[config.mk]
export PLATFORM = sky130hd
export DESIGN_NAME = listing_loader
export DESIGN_NICKNAME = d
export VERILOG_FILES = /design/src/rtl/listing_loader.sv
export SDC_FILE = /design/constraint.sdc
export NUM_CORES = 1
export LEC_CHECK = 0
export BUFFER_PORTS_ARGS = -buffer_cell sky130_fd_sc_hd__buf_4
export CELL_PAD_IN_SITES_DETAIL_PLACEMENT = 2
export CELL_PAD_IN_SITES_GLOBAL_PLACEMENT = 2
export CORE_MARGIN = 1.5
export CORE_UTILIZATION = 35
export DETAILED_ROUTE_END_ITERATION = 10
export HOLD_SLACK_MARGIN = 0.06
export PLACE_DENSITY = 0.9
export SLEW_MARGIN = 20
export SYNTH_ARGS = -nofsm -noshare
export SYNTH_HDL_FRONTEND = slang
export SYNTH_SLANG_ARGS = --single-unit
[constraint.sdc]
create_clock -name clk -period 4.3 [get_ports clk]
set_input_delay 0.43 -clock clk [delete_from_list [all_inputs] [get_ports clk]]
set_output_delay 0.43 -clock clk [all_outputs]
set_load 0.02 [all_outputs]
[src/rtl/listing_loader.sv]
// Listing loader: copies an integer listing into target memory, either as
// (addr,data) pairs or as a contiguous block at BASE_ADDR, while holding the CPU.
module listing_loader #(
    parameter int unsigned       ADDR_W    = 16,
    parameter int unsigned       DATA_W    = 8,
    parameter int unsigned       SRC_W     = 32,
    parameter int unsigned       DEPTH     = 256,
    parameter logic [ADDR_W-1:0] BASE_ADDR = 16'h0200
) (
    input  logic                         clk,
    input  logic                         rst_n,
    input  logic                         start,
    input  logic                         mode,
    input  logic [$clog2(DEPTH+1)-1:0]   len,
    output logic                         src_rd_en,
    output logic [$clog2(DEPTH)-1:0]     src_rd_addr,
    input  logic [SRC_W-1:0]             src_rd_data,
    output logic                         mem_wr_en,
    output logic [ADDR_W-1:0]            mem_wr_addr,
    output logic [DATA_W-1:0]            mem_wr_data,
    input  logic                         mem_wr_ready,
    output logic                         busy,
    output logic                         cpu_hold,
    output logic                         done,
    output logic                         err
);

    localparam int unsigned CNT_W = $clog2(DEPTH + 1);
    localparam int unsigned IDX_W = $clog2(DEPTH);
    localparam int unsigned SUM_W = ((ADDR_W > CNT_W) ? ADDR_W : CNT_W) + 1;
    localparam logic [SUM_W-1:0] ADDR_MAX = SUM_W'({ADDR_W{1'b1}});

    typedef enum logic [2:0] {
        ST_IDLE = 3'd0,
        ST_RD   = 3'd1,
        ST_LAT  = 3'd2,
        ST_WR   = 3'd3,
        ST_FIN  = 3'd4
    } state_e;

    state_e              state_q, state_d;
    logic                mode_q, mode_d;
    logic [CNT_W-1:0]    len_q, len_d;
    logic [CNT_W-1:0]    idx_q, idx_d;
    logic [CNT_W-1:0]    wcnt_q, wcnt_d;
    logic                err_q, err_d;
    logic [ADDR_W-1:0]   addr_q, addr_d;
    logic [DATA_W-1:0]   data_q, data_d;
    logic                rd_en_q, rd_en_d;
    logic [IDX_W-1:0]    rd_addr_q, rd_addr_d;
    logic                wr_en_q, wr_en_d;
    logic                done_q, done_d;
    logic                busy_q, busy_d;

    logic [SUM_W-1:0]    contig_sum_c;
    logic                ovf_c;
    logic                pair_addr_c;
    logic                bad_len_c;
    logic                unused_c;

    // Upper listing bits beyond the address/data fields carry no meaning here.
    assign unused_c = ^src_rd_data;

    assign contig_sum_c = SUM_W'(BASE_ADDR) + SUM_W'(wcnt_q);
    assign ovf_c        = (contig_sum_c > ADDR_MAX);
    assign pair_addr_c  = !mode_q && !idx_q[0];
    assign bad_len_c    = !mode && len[0];

    // State register
    always_ff @(posedge clk or negedge rst_n) begin
        if (!rst_n) begin
            state_q <= ST_IDLE;
        end else begin
            state_q <= state_d;
        end
    end

    // Next-state logic
    always_comb begin
        state_d = state_q;
        unique case (state_q)
            ST_IDLE: begin
                if (start) begin
                    if ((len == '0) || bad_len_c) begin
                        state_d = ST_FIN;
                    end else begin
                        state_d = ST_RD;
                    end
                end
            end
            ST_RD:  state_d = ST_LAT;
            ST_LAT: begin
                if (pair_addr_c) begin
                    state_d = ST_RD;
                end else if (mode_q && ovf_c) begin
                    state_d = ST_FIN;
                end else begin
                    state_d = ST_WR;
                end
            end
            ST_WR: begin
                if (mem_wr_ready) begin
                    state_d = (idx_q == len_q) ? ST_FIN : ST_RD;
                end
            end
            ST_FIN:  state_d = ST_IDLE;
            default: state_d = ST_IDLE;
        endcase
    end

    // Datapath and output next values; outputs follow the state being entered
    always_comb begin
        mode_d = mode_q;
        len_d  = len_q;
        idx_d  = idx_q;
        wcnt_d = wcnt_q;
        err_d  = err_q;
        addr_d = addr_q;
        data_d = data_q;

        unique case (state_q)
            ST_IDLE: begin
                if (start) begin
                    mode_d = mode;
                    len_d  = len;
                    idx_d  = '0;
                    wcnt_d = '0;
                    err_d  = bad_len_c;
                end
            end
            ST_LAT: begin
                if (pair_addr_c) begin
                    addr_d = src_rd_data[ADDR_W-1:0];
                    idx_d  = idx_q + CNT_W'(1);
                end else if (mode_q && ovf_c) begin
                    err_d = 1'b1;
                end else begin
                    data_d = src_rd_data[DATA_W-1:0];
                    idx_d  = idx_q + CNT_W'(1);
                    if (mode_q) begin
                        addr_d = contig_sum_c[ADDR_W-1:0];
                    end
                end
            end
            ST_WR: begin
                if (mem_wr_ready) begin
                    wcnt_d = wcnt_q + CNT_W'(1);
                end
            end
            default: begin
            end
        endcase

        rd_en_d   = (state_d == ST_RD);
        rd_addr_d = (state_d == ST_RD) ? idx_d[IDX_W-1:0] : '0;
        wr_en_d   = (state_d == ST_WR);
        done_d    = (state_d == ST_FIN);
        busy_d    = (state_d != ST_IDLE);
    end

    // Datapath and output registers
    always_ff @(posedge clk or negedge rst_n) begin
        if (!rst_n) begin
            mode_q    <= 1'b0;
            len_q     <= '0;
            idx_q     <= '0;
            wcnt_q    <= '0;
            err_q     <= 1'b0;
            addr_q    <= '0;
            data_q    <= '0;
            rd_en_q   <= 1'b0;
            rd_addr_q <= '0;
            wr_en_q   <= 1'b0;
            done_q    <= 1'b0;
            busy_q    <= 1'b0;
        end else begin
            mode_q    <= mode_d;
            len_q     <= len_d;
            idx_q     <= idx_d;
            wcnt_q    <= wcnt_d;
            err_q     <= err_d;
            addr_q    <= addr_d;
            data_q    <= data_d;
            rd_en_q   <= rd_en_d;
            rd_addr_q <= rd_addr_d;
            wr_en_q   <= wr_en_d;
            done_q    <= done_d;
            busy_q    <= busy_d;
        end
    end

    assign src_rd_en   = rd_en_q;
    assign src_rd_addr = rd_addr_q;
    assign mem_wr_en   = wr_en_q;
    assign mem_wr_addr = addr_q;
    assign mem_wr_data = data_q;
    assign busy        = busy_q;
    assign cpu_hold    = busy_q;
    assign done        = done_q;
    assign err         = err_q;

endmodule

==> results of run 1 <==
==> path summary, 6_finish.rpt <==
| check | startpoint | to | slack [ns] | cells after the start |
|---|---|---|---|---|
| setup / recovery | state_q[1]$_DFF_PN0_ | wcnt_q[7]$_DFFE_PN0P_ | 1.88 | 5 |
| max in group asynchronous | rst_n | mem_wr_data[1]$_DFFE_PN0P_ | 3.50 | 1 |
| hold / removal | rst_n | len_q[8]$_DFFE_PN0P_ | 0.21 | 1 |
| hold reg to reg | len_q[4]$_DFFE_PN0P_ | len_q[4]$_DFFE_PN0P_ | 0.51 | 2 |
| min in group clk | len[5] | len_q[5]$_DFFE_PN0P_ | 0.28 | 3 |
| setup reg to reg | state_q[1]$_DFF_PN0_ | wcnt_q[7]$_DFFE_PN0P_ | 1.88 | 5 |
==> stage by stage <==
step,power (mW),hold WS [ns]
2_1_floorplan,1.83,0.134
3_3_place_gp,2.22,0.477
3_5_place_dp,2.32,0.496
4_1_cts,2.83,0.239
5_1_grt,2.98,0.260
6_report,2.80,0.206
==> cells by family (layout without fill, tap and decap cells) <==
family | count (synthesis) | in the layout | synth area share, %
AND/OR/NAND/NOR | 123 | 123 | 21.2
AO/OA/AOI/OAI | 70 | 70 | 13.1
flip-flops | 68 | 68 | 53.9
buffers and inverters | 22 | 87 | 3.37
XOR/XNOR | 15 | 15 | 4.16
multiplexers | 10 | 10 | 3.53
adder cells (fa/ha/maj) | 2 | 2 | 0.793
==> final cells by class <==
type / instances / area, sq um / area share [%]
Clock inverter: 2 / 10.0 / 0.258
Multi-Input combinational cell: 220 / 1350 / 34.7
Inverter: 3 / 11.3 / 0.290
Tap cell: 108 / 135 / 3.48
Timing Repair Buffer: 69 / 518 / 13.3
Sequential cell: 68 / 1700 / 43.8
Clock buffer: 13 / 159 / 4.09
==> registers in the layout, indices dropped and copies added, names as in the netlist <==
| signal | count |
|---|---|
| idx_q | 9 |
| mem_wr_addr | 16 |
| mem_wr_en | 1 |
| mode_q | 1 |
| mem_wr_data | 8 |
| src_rd_addr | 8 |
| err | 1 |
| src_rd_en | 1 |
| busy | 1 |
| state_q | 3 |
| wcnt_q | 9 |
| done | 1 |
| len_q | 9 |
==> worst max-delay path: cells and delay by family (launching register included) <==
kind	cells	cell delay [ns]
AND/OR/NAND/NOR	4	1.56
XOR/XNOR	1	0.16
flip-flops	1	0.55
==> power groups by stage <==
stage,clock network [mW],registers (mW),logic [mW]
global placement,0,1.07,1.15
detailed placement,0,1.09,1.23
global route,0.516,1.12,1.35
CTS,0.490,1.09,1.25
finish,0.479,1.09,1.23
floorplan,0,1.18,0.645
==> metal layers <==
metal	part of all wire (%)	global-route usage, %	up-vias
li1	-	-	1208
met1	44	28.2	1392
met2	52	36.8	44
met3	2.6	2.43	11
met4	1.5	7.36	0
met5	0	0	-
==> synth_stat cells (2+ instances only) <==
library cell and count:
a22oi_1 9, ha_1 2, xor2_1 13, a21o_1 2
nand4_1 6, inv_1 3, xnor2_1 2, o21ai_0 30
a22o_1 2, nor3b_1 23, a31oi_1 3, buf_2 3
nor3_1 4, a21oi_1 20, nor2_1 19, and3_1 2
nand2_1 46, nor4_1 4, or3_1 2, buf_6 2
mux2_2 9, dfrtp_1 68, nand3_1 6, clkbuf_1 11
==> metrics.md, run 1 <==
| Metric | Value |
|---|---|
| Cell Rows | 34 |
| Clk pwr share | 17.1% |
| Vias per cell | 5.50 |
| Worst hold path class | input pin to asynchronous set/reset pin |
| Die H | 98.0 microns |
| Final setup vio count | 0 |
| Hold bufs inserted after CTS | 0 |
| # diodes | 0 |
| Logic pwr share | 44.0% |
| Asr flop ratio synth | 100% |
| Fillers | 931 |
| Data arrival, critical path | 2.61 ns |
| Crit end category | flop |
| Detailed Routing Iterations Pass 1 | 4 |
| Worst path slowest cell | nor4b_4 |
| DIE WIDTH | 98.0 microns |
| Register share of total power | 38.9% |
| Post-synthesis cell count | 310 |
| Final setup margin | 1.88 ns |
| Share of cells above drive strength 1 | 26.1% |
| Max rail drop VDD | 0.000190 V |
| DRC | 0 |
| Syn avg cell area | 10.2 sq um |
| Tightest Pin Transition | 1.08 ns |
| Period utilization | 56.3% |
| Post-synth top area cell | dfrtp_1 |
| Outcome | finished clean |
| Placed Area | 0.00371 sq mm |
| CTS tree | built |
| WL/cell | 20.3 microns |
| CTS Buf Count | 9 |
| Initial antenna violation count | 0 |
| Clk slew on worst S/H paths | 0.07 ns |
| P_leak | 1.80 nW |
| Synth area leaders | dfrtp_1 (54%), nand2_1 (5.5%), nor3b_1 (5.5%) |
| I/O pin count | 84 |
| Worst slew margin | 27.7% |
| Max Cap Violations | 0 |
| Flops & latches, synth | 68 |
| Vias | 2,655 |
| Nets | 419 |
| Vias in the first global route | 2,996 |
| TritonCTS sink count | 68 |
| Total track usage | 21.5% |
| Int Pwr | 1.58 mW |
| Routed WL | 9.81 mm |
| Critical-path cell list | nor4b_4 > nor2_2 > nor4b_2 > xnor2_1 > nor2_1 |
| Max Clk Rate | 413 MHz |
| Post-CTS Setup Bufs | 0 |
| Fin crit period | 2.42 ns |
| Crit-path max FO | 19 |
| Hold Vio Cnt, Final | 0 |
| HPWL Detailed | 6.63 mm |
| Slowest stage delay, CP | 0.99 ns |
| DRT iter0 DRCs | 93 |
| Setup CP Type | flop to flop |
| Dominant synthesized flop cell | dfrtp_1 |
| Antenna-violating nets left | 0 |
| P_sw | 1.22 mW |
| Non-filler cells in the finished layout | 483 |
| Warnings, synthesis | 0 |
| Max Transition Viols Final | 0 |
| Setup TNS Final | 0 ns |
| Final setup skew | 0.0150 ns |
| Sequential element share of the synthesized area | 53.9% |
| Root buffer cell | clkbuf_8 |
| Sw Ratio | 43.6% |
| Area delta synth->final | 23.0% |
| Power per cell area | 721 mW/mm^2 |
| Commonest non-fill, non-tap cell in the layout | buf_4 |
| Dpl ws | 1.86 ns |
| DIE AREA | 0.00960 sq mm |
| Core Region | 0.00872 sq mm |
| RSZ-0062 raised after global routing | false |
| CTS-repair resized insts | 0 |
| Syn Nets | 358 |
| Placer Congestion | 0.790 |
| Total grt overflow | 0 |
| H-tree depth | 3 |
| Most frequent cells in the layout | buf_4 (69), dfrtp_1 (68), nand2_1 (46) |
| Initial Util | 36.2% |
| First-pass GRT wire length | 16.3 mm |
| Port-buffer cells | 67 |
| Final core occ | 44.5% |
| Post-Syn Area | 0.00316 sq mm |
| Required @ worst endpoint | 4.49 ns |
| Share of the synthesized area in the top cell type | 53.9% |
| EDFF count, synth | 0 |
| CP Launch Type | flop |
| Largest net degree at the start of global routing | 69 |
| Clk_lat worst skew | 0.35 ns |
| Netlist cell types | 43 |
| Final Instance Area | 0.00388 sq mm |
| Dpl cells | 468 |
| Clk buf depth | 2 |
(Power assumes the default switching activity.)
==> run 2, diff against run 1 <==
ABC_AREA = 1   (was default)
CORE_UTILIZATION = 30   (was 35)
PLACE_DENSITY = 0.84   (was 0.9)
clock period = 2.5 ns   (was 4.3 ns; I/O delays follow)
==> metrics.md, run 2 <==
| Metric | Value |
|---|---|
| Outcome | finished clean |
| Crit-path max FO | 15 (-4) |
| Post-synthesis cell count | 379 (+22%) |
| Reg2Reg Launch Point | state_q[2]$_DFF_PN0_ |
| Total grt overflow | 0 (unchanged) |
| Antenna-violating nets left | 0 (unchanged) |
| Total track usage | 18.1% (-3.3 points) |
| Post-Syn Area | 0.00316 sq mm (+0.16%) |
| Clk buf depth | 2 (unchanged) |
| Worst hold path class | input pin to flop |
| Setup CP Type | flop to flop |
| Register share of total power | 35.4% (-3.5 points) |
| FF-to-FF path depth | 11 (+6) |
| Post-CTS Setup Bufs | 0 (unchanged) |
| H-tree depth | 3 (unchanged) |
| Final setup skew | 0.0111 ns (-0.00383 ns) |
| WHS Path Cells | 3 |
| Worst path slowest cell | dfrtp_1 |
| Share of the synthesized area in the top cell type | 53.8% (-0.085 points) |
| Fillers | 1,170 (+26%) |
| HPWL Detailed | 6.73 mm (+1.6%) |
| CTS tree | built |
| Dominant synthesized flop cell | dfrtp_1 |
| Final setup vio count | 0 (unchanged) |
| Post-synth top cells | nand2_1 (92), dfrtp_1 (68), inv_1 (60) |
| Clk_lat worst skew | 0.36 ns (about the same) |
| Vias per cell | 4.71 (-14%) |
| Slowest stage delay, CP | 0.41 ns (-0.58 ns) |
| Setup TNS Final | 0 ns (unchanged) |
| Sequential element share of the synthesized area | 53.8% (-0.085 points) |
| RSZ-0062 raised after global routing | false |
| CP Launch Type | flop |
| Port-buffer cells | 67 (unchanged) |
| Synth area leaders | dfrtp_1 (54%), nand2_1 (11%), o21ai_0 (7.9%) |
| Clk pwr share | 21.6% (+4.5 points) |
| P_leak | 2.01 nW (+12%) |
| Cell Rows | 37 (+8.8%) |
| Syn avg cell area | 8.34 sq um (-18%) |
| Period utilization | 78.1% (+22 points) |
| Placer Congestion | 0.789 (about the same) |
| Total Power | 4.83 mW (+73%) |
| Largest net degree at the start of global routing | 69 (unchanged) |
| Commonest non-fill, non-tap cell in the layout | nand2_1 |
| Fin crit period | 1.95 ns (-0.467 ns) |
| Area delta synth->final | 27.7% |
| First-pass GRT wire length | 15.6 mm (-3.9%) |
| Logic pwr share | 43.1% (-0.9 points) |
| Tightest Pin Transition | 0.903 ns (-0.176 ns) |
| Clk slew on worst S/H paths | 0.08 ns (about the same) |
| DIE WIDTH | 106 microns (+7.8%) |
| Power per cell area | 1200 mW/mm^2 (+66%) |
| Most numerous cell in the Yosys netlist | nand2_1 |
| Crit end category | flop |
| Hold Vio Cnt, Final | 0 (unchanged) |
| R2r endpoint | wcnt_q[5]$_DFFE_PN0P_ |
| Netlist cell types | 31 (-28%) |
| Dpl cells | 575 (+23%) |
| DRT iter0 DRCs | 72 (-23%) |
| I/O pin count | 84 (unchanged) |
| Hold EP | len_q[3]$_DFFE_PN0P_ |
| WL/cell | 15.5 microns (-23%) |
| Max reg flops | 16 (unchanged) |
| Hold_sp | len[3] |
| Data arrival, critical path | 2.24 ns (-0.37 ns) |
| Initial Util | 30.8% (-5.4 points) |
| Core Region | 0.0103 sq mm (+18%) |
| Max Cap Violations | 0 (unchanged) |
| CTS Buf Count | 9 (unchanged) |
| Vias | 2,787 (+5.0%) |
| DIE AREA | 0.0112 sq mm (+16%) |
| Most used cell, CP | nand2_1 |
| R2r setup slk | 0.55 ns (-1.33 ns) |
| Asr flop ratio synth | 100% (unchanged) |
| # diodes | 0 (unchanged) |
| DRC | 0 (unchanged) |
| Critical-path cell list | inv_1 > nand2_2 > nor2_1 > nand2_2 > nand2_2 > nand2_1 > nor2_2 > nand2_1 > nand2_1 > nand2_1 > nor2_1 |
| Most frequent cells in the layout | nand2_1 (92), buf_4 (70), dfrtp_1 (68) |
| Nets | 499 (+19%) |
| Detailed Routing Iterations Pass 1 | 4 (unchanged) |
| Die H | 106 microns (+7.8%) |
| Max Clk Rate | 512 MHz (+24%) |
| Syn Nets | 427 (+19%) |
| Max Transition Viols Final | 0 (unchanged) |
| Warnings, synthesis | 0 (unchanged) |
| Required @ worst endpoint | 2.79 ns (-1.70 ns) |
| Worst slew margin | 39.8% (+12 points) |
| Max rail drop VDD | 0.000336 V (+77%) |
| Non-filler cells in the finished layout | 592 (+23%) |
| EDFF count, synth | 0 (unchanged) |
| Routed WL | 9.21 mm (-6.2%) |
| Flops & latches, synth | 68 (unchanged) |
| Post-synth top area cell | dfrtp_1 |
| P_sw | 2.03 mW (+66%) |
| Initial antenna violation count | 0 (unchanged) |
| Sw Ratio | 42.0% (-1.6 points) |
| Int Pwr | 2.80 mW (+77%) |
| Share of cells above drive strength 1 | 22.1% (-4.0 points) |
| Vias in the first global route | 3,073 (+2.6%) |
| TritonCTS sink count | 68 (unchanged) |
| Root buffer cell | clkbuf_8 |
==> run 2: cells by family after synthesis <==
logic type                 after synthesis  synth area share [%]
AOI/OAI and AO/OA                       68                  12.1
xor gates and xnor gates                 4                  1.11
muxes                                    1                 0.356
DFF                                     68                  53.8
adders and majority gates                2                 0.791
buffers and inverters                   73                  9.30
and+or+nand+nor                        163                  22.5
==> run 2: power groups by stage <==
| stage | sequential [mW] | combinational (mW) | clock, mW |
|---|---|---|---|
| floorplan | 1.95 | 1.05 | 0 |
| global placement | 1.71 | 1.99 | 0 |
| finish | 1.71 | 2.08 | 1.04 |
| CTS | 1.72 | 2.13 | 1.07 |
| global route | 1.77 | 2.33 | 1.10 |
| detailed placement | 1.73 | 2.10 | 0 |
==> run 2: metrics by stage <==
| stage | setup slack [ns] | util [%] | hold WS (ns) | area, sq um |
|---|---|---|---|---|
| after floorplan | 1.13 | - | -0.0456 | 3160 |
| after global placement | 0.712 | 37.0 | 0.432 | 3800 |
| after detailed placement | 0.582 | 37.0 | 0.446 | 3800 |
| after CTS | 0.536 | 39.3 | 0.100 | 4040 |
| after global routing | 0.314 | 39.3 | 0.123 | 4040 |
| final | 0.547 | 39.3 | 0.111 | 4040 |
==> run 2: final cells by class <==
cell class | instances | area, sq um | area share (%)
clock buffer | 10 | 138 | 3.41
timing repair buffer | 71 | 536 | 13.3
inverter | 63 | 239 | 5.92
multi-input combinational | 238 | 1170 | 28.9
clock inverter | 6 | 87.6 | 2.17
sequential | 68 | 1700 | 42.1
tap | 136 | 170 | 4.21
==> run 2: timing repair <==
action	4_1_cts	5_1_grt
endpoints found under the hold margin	68	0
resized for setup	0	0
hold buffers	1	0
==> run 2: layer usage <==
layer	track usage, %	part of all wire (%)	vias up
li1	-	-	1335
met1	23.6	46	1387
met2	29.8	49	52
met3	2.23	2.6	13
met4	8.69	2.2	0
met5	0	0	-
==> run 2: how the worst max path moves through the flow <==
stage / endpoint / slack [ns] / startpoint / cells after the start
after floorplan: mem_wr_addr[7]$_DFFE_PN0P_ / 1.13 / state_q[2]$_DFF_PN0_ / 8
after global placement: mem_wr_addr[7]$_DFFE_PN0P_ / 0.71 / state_q[2]$_DFF_PN0_ / 7
after detailed placement: mem_wr_addr[4]$_DFFE_PN0P_ / 0.58 / state_q[2]$_DFF_PN0_ / 7
after CTS: wcnt_q[5]$_DFFE_PN0P_ / 0.54 / state_q[2]$_DFF_PN0_ / 11
after global routing: wcnt_q[5]$_DFFE_PN0P_ / 0.31 / state_q[0]$_DFF_PN0_ / 11
final: wcnt_q[5]$_DFFE_PN0P_ / 0.55 / state_q[2]$_DFF_PN0_ / 11
==> run 2: critical path: cells and delay by family, from the launching register on <==
family,cells,cell delay (ns)
buffers and inverters,1,0.13
flip-flops,1,0.41
AND/OR/NAND/NOR,10,1.33
==> run 3, diff against run 2 <==
clock period = 1.8 ns   (was 2.5 ns; I/O delays follow)
==> metrics.md, run 3 (synthesis results as in run 2) <==
| Metric | Value |
|---|---|
| Tightest Pin Transition | 0.420 ns (-0.484 ns) |
| Detailed Routing Iterations Pass 1 | 5 (+1) |
| Root buffer cell | clkbuf_8 |
| DIE WIDTH | 106 microns (unchanged) |
| Area delta synth->final | 34.2% |
| Cell Rows | 37 (unchanged) |
| DRC | 0 (unchanged) |
| Final setup skew | 0.00775 ns (-0.00339 ns) |
| Required @ worst endpoint | 2.05 ns (-0.74 ns) |
| Largest net degree at the start of global routing | 69 (unchanged) |
| Share of cells above drive strength 1 | 24.1% (+2.0 points) |
| Clk slew on worst S/H paths | 0.08 ns (about the same) |
| CP Launch Type | input pin |
| Most frequent cells in the layout | nand2_1 (91), buf_4 (75), dfrtp_1 (65) |
| Period utilization | 95.1% |
| Data arrival, critical path | 1.96 ns (-0.28 ns) |
| Total Power | 7.03 mW (+46%) |
| Dpl cells | 582 (+1.2%) |
| DIE AREA | 0.0112 sq mm (unchanged) |
| WL/cell | 16.9 microns (+8.4%) |
| Met1 WL | 4.61 mm (+7.9%) |
| Placed Area | 0.00388 sq mm (+2.0%) |
| Vias in the first global route | 3,229 (+5.1%) |
| Nets | 516 (+3.4%) |
| Max reg flops | 16 (unchanged) |
| Total track usage | 19.4% (+1.3 points) |
| Port-buffer cells | 67 (unchanged) |
| HPWL Detailed | 7.01 mm (+4.1%) |
| Crit end category | flop |
| Initial antenna violation count | 0 (unchanged) |
| Final Instance Area | 0.00424 sq mm (+5.1%) |
| Worst hold path class | input pin to flop |
| Non-filler cells in the finished layout | 609 (+2.9%) |
| Max rail drop VDD | 0.000563 V (+67%) |
| Setup TNS Final | 0 ns (unchanged) |
| Uppermost layer routed | met4 |
| CTS Buf Count | 9 (unchanged) |
| Commonest non-fill, non-tap cell in the layout | nand2_1 |
| DRT iter0 DRCs | 101 (+40%) |
| Power per cell area | 1660 mW/mm^2 (+39%) |
| Hold Vio Cnt, Final | 0 (unchanged) |
| Crit-path max FO | 9 (-6) |
| Post-CTS Setup Bufs | 0 (unchanged) |
| Vias | 2,899 (+4.0%) |
| Clk_lat worst skew | 0.35 ns (about the same) |
| Setup CP Type | input pin to flop |
| Max Cap Violations | 0 (unchanged) |
| Max Transition Viols Final | 0 (unchanged) |
| First-pass GRT wire length | 16.7 mm (+6.9%) |
| Routed WL | 10.3 mm (+12%) |
| Final setup vio count | 0 (unchanged) |
| # diodes | 0 (unchanged) |
| Clk buf depth | 2 (unchanged) |
| TritonCTS sink count | 68 (unchanged) |
| Met3 WL | 284 microns (+18%) |
| Vias per cell | 4.76 (+1.1%) |
| I/O pin count | 84 (unchanged) |
| Max Clk Rate | 584 MHz |
| P_leak | 2.10 nW (+4.4%) |
| Die H | 106 microns (unchanged) |
| Worst slew margin | 71.9% (+32 points) |
| Routed met2 length | 5.24 mm (+17%) |
| CTS tree | built |
| H-tree depth | 3 (unchanged) |
| Core Region | 0.0103 sq mm (unchanged) |
| Total grt overflow | 0 (unchanged) |
| Fin crit period | 1.71 ns |
| Antenna-violating nets left | 0 (unchanged) |
| Final setup margin | 0.0890 ns (-0.458 ns) |
| Outcome | finished clean |
| Dpl ws | 0.0991 ns (-0.483 ns) |
| Initial Util | 30.8% (unchanged) |
| Placer Congestion | 0.782 (-0.85%) |
run 3: changes by cell type in the layout (fill, tap and decap cells not counted), moves of 2 or more:
cell	change
buf_12	+2
buf_4	+5
dfrtp_1	-3
dfrtp_2	+3
dlygate4sd3_1	+10
run 3: metal layers:
metal | vias to the layer above | track usage (%)
li1 | 1373 | -
met1 | 1460 | 24.9
met4 | 0 | 6.95
met2 | 56 | 33.2
met5 | - | 0
met3 | 10 | 2.84
run 3: path summary, 6_finish.rpt:
| check | startpoint | end | slack (ns) | cells after the start |
|---|---|---|---|---|
| setup / recovery | len[4] | src_rd_addr[0]$_DFF_PN0_ | 0.09 | 10 |
| hold / removal | src_rd_data[13] | mem_wr_addr[13]$_DFFE_PN0P_ | 0.07 | 3 |
| setup reg to reg | idx_q[4]$_DFF_PN0_ | src_rd_addr[0]$_DFF_PN0_ | 0.10 | 11 |
| hold reg to reg | err$_DFFE_PN0P_ | err$_DFFE_PN0P_ | 0.50 | 2 |
| max in group asynchronous | rst_n | idx_q[5]$_DFF_PN0_ | 1.11 | 3 |
| min in group asynchronous | rst_n | mem_wr_en$_DFF_PN0_ | 0.37 | 3 |
run 3: critical path, stage by stage:
cell and delay [ns]:
dlygate4sd3_1 0.56, buf_4 0.15, nor2_1 0.08, nand3_1 0.10, o21ai_0 0.25, o21ai_0 0.17
nand2_1 0.10, nand3_2 0.15, nand2_4 0.16, nor2_1 0.06
run 3: final cells by class:
class	instances	area (sq um)
flip-flops and latches	68	1710
fillers	1172	6030
clock inverters	5	83.8
multi-input cells	238	1180
inverters	63	239
clock buffers	11	151
well taps	136	170
repair buffers	88	713
run 3: repair_timing:
item / in CTS / in global routing
endpoints found under the hold margin: 78 / 0
gates resized for setup: 0 / 7
setup endpoints to repair: 0 / 13
hold buffers: 11 / 0
run 3: stage by stage:
step	util, %	hold slack (ns)
finish	41.3	0.0695
global route	41.3	0.0847
CTS	41.1	0.0604
detailed placement	37.8	0.226
global placement	37.8	0.218
floorplan	-	-0.116
run 3: power breakdown:
group	internal [mW]	leakage [nW]	total, mW	switching [mW]
Sequential	2.04	0.869	2.41	0.367
Combinational	1.16	1.12	3.12	1.96
Clock	0.858	0.112	1.50	0.642
Total	4.06	2.10	7.03	2.97
